## config.mk

```make
export PLATFORM = sky130hd
export DESIGN_NAME = wb_ram_512x64_bridge
export DESIGN_NICKNAME = d
export VERILOG_FILES = /design/src/rtl/wb_ram_512x64_bridge.sv
export SDC_FILE = /design/constraint.sdc
export NUM_CORES = 1
export LEC_CHECK = 0
export CELL_PAD_IN_SITES_DETAIL_PLACEMENT = 2
export CELL_PAD_IN_SITES_GLOBAL_PLACEMENT = 2
export CORE_UTILIZATION = 21
export CTS_BUF_LIST = sky130_fd_sc_hd__clkbuf_2 sky130_fd_sc_hd__clkbuf_4 sky130_fd_sc_hd__clkbuf_8
export DETAILED_ROUTE_END_ITERATION = 7
export HOLD_SLACK_MARGIN = 0.03
export PLACE_DENSITY = 0.88
export SYNTH_ARGS = -nofsm -noshare
export SYNTH_HDL_FRONTEND = slang
export SYNTH_SLANG_ARGS = --single-unit
```

## constraint.sdc

```tcl
create_clock -name wb_clk_i -period 2.7 [get_ports wb_clk_i]
set_input_delay 0.405 -clock wb_clk_i [delete_from_list [all_inputs] [get_ports wb_clk_i]]
set_output_delay 0.405 -clock wb_clk_i [all_outputs]
set_load 0.05 [all_outputs]
```

## src/rtl/wb_ram_512x64_bridge.sv

```systemverilog
// Wishbone classic slave in front of a 512x64 single-port RAM.
// Converts 32-bit bus reads/writes into one-cycle RAM strobes.
// For a read, the addressed 32-bit half of the 64-bit word is returned.
module wb_ram_512x64_bridge #(
  parameter logic [31:0] BASE_ADDR    = 32'h3000_0000,
  parameter int unsigned READ_LATENCY = 1
) (
  input  logic        wb_clk_i,
  input  logic        wb_rst_i,
  input  logic        wbs_cyc_i,
  input  logic        wbs_stb_i,
  input  logic        wbs_we_i,
  input  logic [3:0]  wbs_sel_i,
  input  logic [31:0] wbs_adr_i,
  input  logic [31:0] wbs_dat_i,
  output logic        wbs_ack_o,
  output logic [31:0] wbs_dat_o,
  output logic        ram_en_o,
  output logic [7:0]  ram_we_o,
  output logic [8:0]  ram_a_o,
  output logic [63:0] ram_di_o,
  input  logic [63:0] ram_do_i
);

  typedef enum logic [1:0] {IDLE, REQ, WAIT, ACK} state_t;

  // The counter starts at READ_LATENCY-1 when WAIT is entered.
  // Data is sampled in the WAIT cycle where the counter reads 0.
  localparam logic [1:0] LAT_INIT = 2'(READ_LATENCY - 1);

  state_t      state_q, state_d;
  logic        we_q, we_d;
  logic        half_q, half_d;
  logic [1:0]  cnt_q, cnt_d;
  logic        ack_q, ack_d;
  logic        en_q, en_d;
  logic [7:0]  rwe_q, rwe_d;
  logic [8:0]  a_q, a_d;
  logic [63:0] di_q, di_d;
  logic [31:0] dat_q, dat_d;
  logic        hit;

  // Byte-lane address bits are not used; sub-word access goes through the byte selects.
  logic unused_adr_lsb;
  assign unused_adr_lsb = ^wbs_adr_i[1:0];

  assign hit = wbs_cyc_i & wbs_stb_i & (wbs_adr_i[31:12] == BASE_ADDR[31:12]);

  // Next-state, RAM strobe and read-capture decode.
  // Every output is produced one edge ahead so that it is driven directly from a flop.
  always_comb begin
    state_d = state_q;
    we_d    = we_q;
    half_d  = half_q;
    cnt_d   = cnt_q;
    ack_d   = 1'b0;
    en_d    = 1'b0;
    rwe_d   = 8'h00;
    a_d     = a_q;
    di_d    = di_q;
    dat_d   = dat_q;
    unique case (state_q)
      IDLE: begin
        if (hit) begin
          state_d = REQ;
          we_d    = wbs_we_i;
          half_d  = wbs_adr_i[2];
          en_d    = 1'b1;
          a_d     = wbs_adr_i[11:3];
          di_d    = {wbs_dat_i, wbs_dat_i};
          if (wbs_we_i) begin
            rwe_d = wbs_adr_i[2] ? {wbs_sel_i, 4'b0000} : {4'b0000, wbs_sel_i};
          end
        end
      end
      REQ: begin
        // The strobe has already been issued in this cycle.
        // An abort therefore cannot undo a write.
        if (!wbs_cyc_i) begin
          state_d = IDLE;
        end else if (we_q) begin
          state_d = ACK;
          ack_d   = 1'b1;
        end else begin
          state_d = WAIT;
          cnt_d   = LAT_INIT;
        end
      end
      WAIT: begin
        if (!wbs_cyc_i) begin
          state_d = IDLE;
        end else if (cnt_q == 2'd0) begin
          dat_d   = half_q ? ram_do_i[63:32] : ram_do_i[31:0];
          state_d = ACK;
          ack_d   = 1'b1;
        end else begin
          cnt_d = cnt_q - 2'd1;
        end
      end
      ACK: begin
        state_d = IDLE;
      end
      default: begin
        state_d = IDLE;
      end
    endcase
  end

  // State and output registers with synchronous reset.
  always_ff @(posedge wb_clk_i) begin
    if (wb_rst_i) begin
      state_q <= IDLE;
      we_q    <= 1'b0;
      half_q  <= 1'b0;
      cnt_q   <= 2'd0;
      ack_q   <= 1'b0;
      en_q    <= 1'b0;
      rwe_q   <= 8'h00;
      a_q     <= 9'd0;
      di_q    <= 64'd0;
      dat_q   <= 32'd0;
    end else begin
      state_q <= state_d;
      we_q    <= we_d;
      half_q  <= half_d;
      cnt_q   <= cnt_d;
      ack_q   <= ack_d;
      en_q    <= en_d;
      rwe_q   <= rwe_d;
      a_q     <= a_d;
      di_q    <= di_d;
      dat_q   <= dat_d;
    end
  end

  assign wbs_ack_o = ack_q;
  assign wbs_dat_o = dat_q;
  assign ram_en_o  = en_q;
  assign ram_we_o  = rwe_q;
  assign ram_a_o   = a_q;
  assign ram_di_o  = di_q;

endmodule

```

== Yosys cells after proc, flatten, opt, wreduce, memory -nomap -nowiden ==
Cells that the tools add are included.

* Flip-flop bits (word level): 121
* Output and inout bits: 115
* Bits of input ports: 137

* Bitwise logic cells: 6
* Multiplexer cells: 18
* Reduce and logical (&&, ||, !) cells: 10
* $add $sub $neg: 1
* Eq/ne operators: 10

{| class="wikitable"
|+ Operators with widths
! cell !! count
|-
| $mux 32 || 1
|-
| $eq 20x18->1 const B || 1
|-
| $mux 2 || 8
|-
| $ne 2x2->1 const B || 5
|-
| $reduce_or 5->1 || 2
|-
| $pmux 2 s4 || 1
|-
| $mux 1 || 6
|-
| $reduce_and 5->1 || 1
|-
| $eq 2x2->1 const B || 2
|-
| $logic_not 2->1 || 2
|-
| $not 1->1 || 4
|-
| $pmux 2 s2 || 1
|-
| $reduce_and 2->1 || 2
|-
| $ne 3x3->1 const B || 1
|-
| $reduce_and 3->1 || 1
|-
| $and 1x1->1 || 2
|-
| $eq 2x1->1 const B || 1
|-
| $pmux 1 s2 || 1
|-
| $reduce_bool 2->1 || 1
|-
| $reduce_or 2->1 || 1
|-
| $sub 2x1->2 const B || 1
|}

== Logic depth before layout (Yosys ltp) ==
* Word-level depth: 4
* Mapped depth: 8
* Mapped depth without buffers: 6

== Worst setup path after synthesis ==
OpenSTA, ideal clock, no wires.

* Path kind: input port to flip-flop
* Start: in wbs_adr_i[15]
* End: reg di_q[55] (netlist: ram_di_o[55])
* Arrival time: 2.001 ns
* Setup slack: 0.567 ns
* Stages: 6
* Data required time: 2.568 ns
* Library setup time: 0.132 ns
* Path through: or4_4 or4_4 buf_6 buf_6 o31ai_2 a21oi_1

* Cells in the longest elaborated chain, start to end: 3

{| class="wikitable"
|+ Ends and longest elaborated chain
! item !! line !! source
|-
| start: declaration || 14 || <nowiki>input logic [31:0] wbs_adr_i,</nowiki>
|-
| $eq 20x18->1 || 47 || <nowiki>assign hit = wbs_cyc_i & wbs_stb_i & (wbs_adr_i[31:12] == BASE_ADDR[31:12]);</nowiki>
|-
| $and 1x1->1 || 47 ||
|-
| $reduce_and 2->1 (no line) || - ||
|-
| end signal: assignment || 131 || <nowiki>di_q <= di_d;</nowiki>
|-
| end: declaration || 39 || <nowiki>logic [63:0] di_q, di_d;</nowiki>
|}

No other way between the ends.
A chain may end at the register's enable or synchronous reset.

== Worst setup path after layout ==
* Start: in wbs_adr_i[15]
* End: reg di_q[60] (netlist: ram_di_o[60])

Same word-level chain as after synthesis.

==> results.sh <==
export IMPL_syn_nets=593
export IMPL_synth_seq_area_share_pct=41.08
export IMPL_p_leak_uw=0.002178
export IMPL_rsz0062_at_grt="no"
export IMPL_drive_above_1_share_pct=13.68
export IMPL_fillCellCount=2174
export IMPL_drt_pass1_iter_count=4
export IMPL_pre_cts_slack_ns=-0.02873
export IMPL_period_share_pct=86.35
export IMPL_chipWidth_um=145.7
export IMPL_ys_seq_elements=89
export IMPL_post_cts_buffers=0
export IMPL_fmax_ghz=0.4289
export IMPL_clock_sinks=89
export IMPL_htreeDepth=3
export IMPL_grt_pass1_wl_mm=26.84
export IMPL_antenna_found_initial=0
export IMPL_synth_top_cells_by_count="89 x dfxtp_1, 46 x a21oi_1, 44 x nand4_1"
export IMPL_clkLatencyLatePin_ns=0.37
export IMPL_worstPathRequired_ns=2.93
export IMPL_hold_ws_ns=0.4583
export IMPL_root_buffer="clkbuf_8"
export IMPL_gp_congestion=0.7201
export IMPL_synth_top_area_share_pct=41.08
export IMPL_report_final_slew_viol_count=0
export IMPL_postSynthAreaPerCell_um2=9.616
export IMPL_cap_viol_max_count=0
export IMPL_hold_buffers=0
export IMPL_ios=252
export IMPL_crit_path_max_fanout=11
export IMPL_synth_top_family_by_area="compound AO/OA/AOI/OAI gates"
export IMPL_fin_worst_skew_ns=0.01224
export IMPL_grt_usage_pct=16.21
export IMPL_wire_per_inst_um=18.26
export IMPL_status="finished, final reports clean"
export IMPL_synth_xor_area_share_pct=0
export IMPL_synthFlopType="dfxtp_1"
export IMPL_hold_path_class="flip-flop to flip-flop"
export IMPL_tritoncts="built"
export IMPL_std_cell_rows=52
export IMPL_regToRegEndpoint="cnt_q[1]"
export IMPL_r2r_start="state_q[0]"
export IMPL_cp_end_kind="flip-flop"
export IMPL_clk_path_buf_depth=2
export IMPL_synth_compound_area_share_pct=24.15
export IMPL_ir_drop_uv=170.4
export IMPL_synth_edff_count=0
export IMPL_dp_cells=912
export IMPL_power_uw=2662
export IMPL_worstHoldPathCells=2
export IMPL_antenna_left=0
export IMPL_yosysMostFrequentCell="dfxtp_1"
export IMPL_synth_adder_area_share_pct=1.443
export IMPL_relSlewSlack_pct=46.98
export IMPL_port_buffers=249
export IMPL_n_antenna_cell=0
export IMPL_routed_wl_mm=16.95
export IMPL_synthMuxAreaShare_pct=7.877
export IMPL_period_minus_slack_ns=2.332
export IMPL_cts_clk_slew_worst_paths_ns=0.10
export IMPL_critPathLaunchType="primary input"
export IMPL_ff2ff_path_depth=6
export IMPL_grt_max_degree=65
export IMPL_synth_cells=451
export IMPL_async_flop_share_pct=0
export IMPL_synth_area_um2=4337
export IMPL_coreArea_um2=20230
export IMPL_grt_pass1_vias=4730
export IMPL_r2r_slack_ns=0.75
export IMPL_initialDrtViolationCount=107
export IMPL_worst_slew_pin_slew_ns=0.7954
export IMPL_synth_simple_area_share_pct=14.45
export IMPL_start_util_pct=21.43
export IMPL_final_util_pct=35.36
export IMPL_syn_to_final_growth_pct=65.00
export IMPL_p_per_area_nw_per_um2=372.0
export IMPL_synth_warnings=0
export IMPL_min_to="cnt_q[1]"
export IMPL_min_from="cnt_q[1]"
export IMPL_die_area_um2=21230
export IMPL_fin_cells=928
export IMPL_nets=795
export IMPL_hold_viol=0
export IMPL_setup_viol=0
export IMPL_critPathArrivalTime_ns=2.56
export IMPL_die_h_um=145.7
export IMPL_synth_area_top_cells="dfxtp_1 41%, o31ai_2 12%, mux2i_1 7.6%, nand4_1 6.3%, a211oi_1 5.5%"
export IMPL_drt_vias_per_instance=4.732
export IMPL_numCtsBuffers=9
export IMPL_synth_largest_area_cell="dfxtp_1"
export IMPL_post_cts_resized=0
export IMPL_overflow=0
export IMPL_setup_slack_ns=0.3685
export IMPL_netlist_cell_type_count=35
export IMPL_place_detailed_hpwl_mm=12.88
export IMPL_vias=4391
export IMPL_critical_path_class="primary input to flip-flop"
export IMPL_drc=0
[power by group]
part | internal [µW] | switching, µW
clock network | 551 | 537
registers | 1310 | 0.000252
logic | 186 | 77.1
total | 2050 | 614
[cell families after synthesis]
family	after synthesis
AND/OR/NAND/NOR	110
buffers and inverters	85
adder cells (fa/ha/maj)	5
multiplexers	34
flip-flops	89
AO/OA/AOI/OAI	128
[layer usage]
metal	global-route usage [%]	routed length, µm
met1	19.14	7134
met2	28.23	8331
met3	4.357	1218
met4	5.474	263
met5	0	0
[stage by stage]
step                area [µm²]  setup TNS [ns]
finish                    7156               0
detailed placement        6928        -0.03818
global route              7156               0
floorplan                 4337               0
CTS                       7156               0
global placement          6928               0
[worst max path at each step]
stage | slack, ns | to | from | cells past startpoint
floorplan | 0.57 | ram_di_o[55] | wbs_adr_i[15] | 6
global placement | 0.05 | ram_di_o[52] | wbs_adr_i[15] | 6
detailed placement | -0.03 | ram_di_o[60] | wbs_adr_i[15] | 6
CTS | 0.38 | ram_di_o[60] | wbs_adr_i[15] | 6
global route | 0.31 | ram_we_o[3] | wbs_adr_i[15] | 7
finish | 0.37 | ram_di_o[60] | wbs_adr_i[15] | 6
[layout by cell type (no fill, tap or decap), types with 2 or more instances in the layout]
cell | netlist | layout
inv_1 | 4 | 4
o31ai_1 | 3 | 3
nor4b_1 | 4 | 4
o31ai_2 | 40 | 40
o21ai_0 | 2 | 2
bufinv_16 | 0 | 2
nand2b_1 | 4 | 4
ha_1 | 5 | 4
dfxtp_1 | 89 | 88
clkdlybuf4s50_1 | 0 | 248
mux2i_1 | 33 | 33
or4_4 | 2 | 2
buf_12 | 0 | 4
clkbuf_8 | 0 | 10
nand4_1 | 44 | 44
a21oi_1 | 46 | 46
nand2_1 | 6 | 6
a211oi_1 | 32 | 32
nor4_1 | 2 | 2
nor3_1 | 6 | 6
nor2_1 | 35 | 35
buf_4 | 32 | 19
[layout make-up]
type,count,area [µm²],share of cell area [%]
inverters,5,18.77,0.2623
well taps,270,337.8,4.721
flip-flops and latches,89,1783,24.92
multi-input cells,277,2083,29.11
clock inverters,6,90.09,1.259
clock buffers,10,137.6,1.923
repair buffers,271,2705,37.80
[state kept, by name, indices dropped and copies added, names as in the netlist]
| name | count |
|---|---|
| state_q | 2 |
| ram_di_o | 32 |
| ram_a_o | 9 |
| cnt_q | 2 |
| half_q | 1 |
| ram_en_o | 1 |
| wbs_dat_o | 32 |
| wbs_ack_o | 1 |
| ram_we_o | 8 |
| we_q | 1 |
[critical path, stage by stage]
cell and delay, ns:
clkdlybuf4s50_1 0.44, or4_4 0.59, or4_4 0.54, buf_4 0.23, o31ai_2 0.24, a21oi_1 0.11
Power figures use the tool's default switching activity.
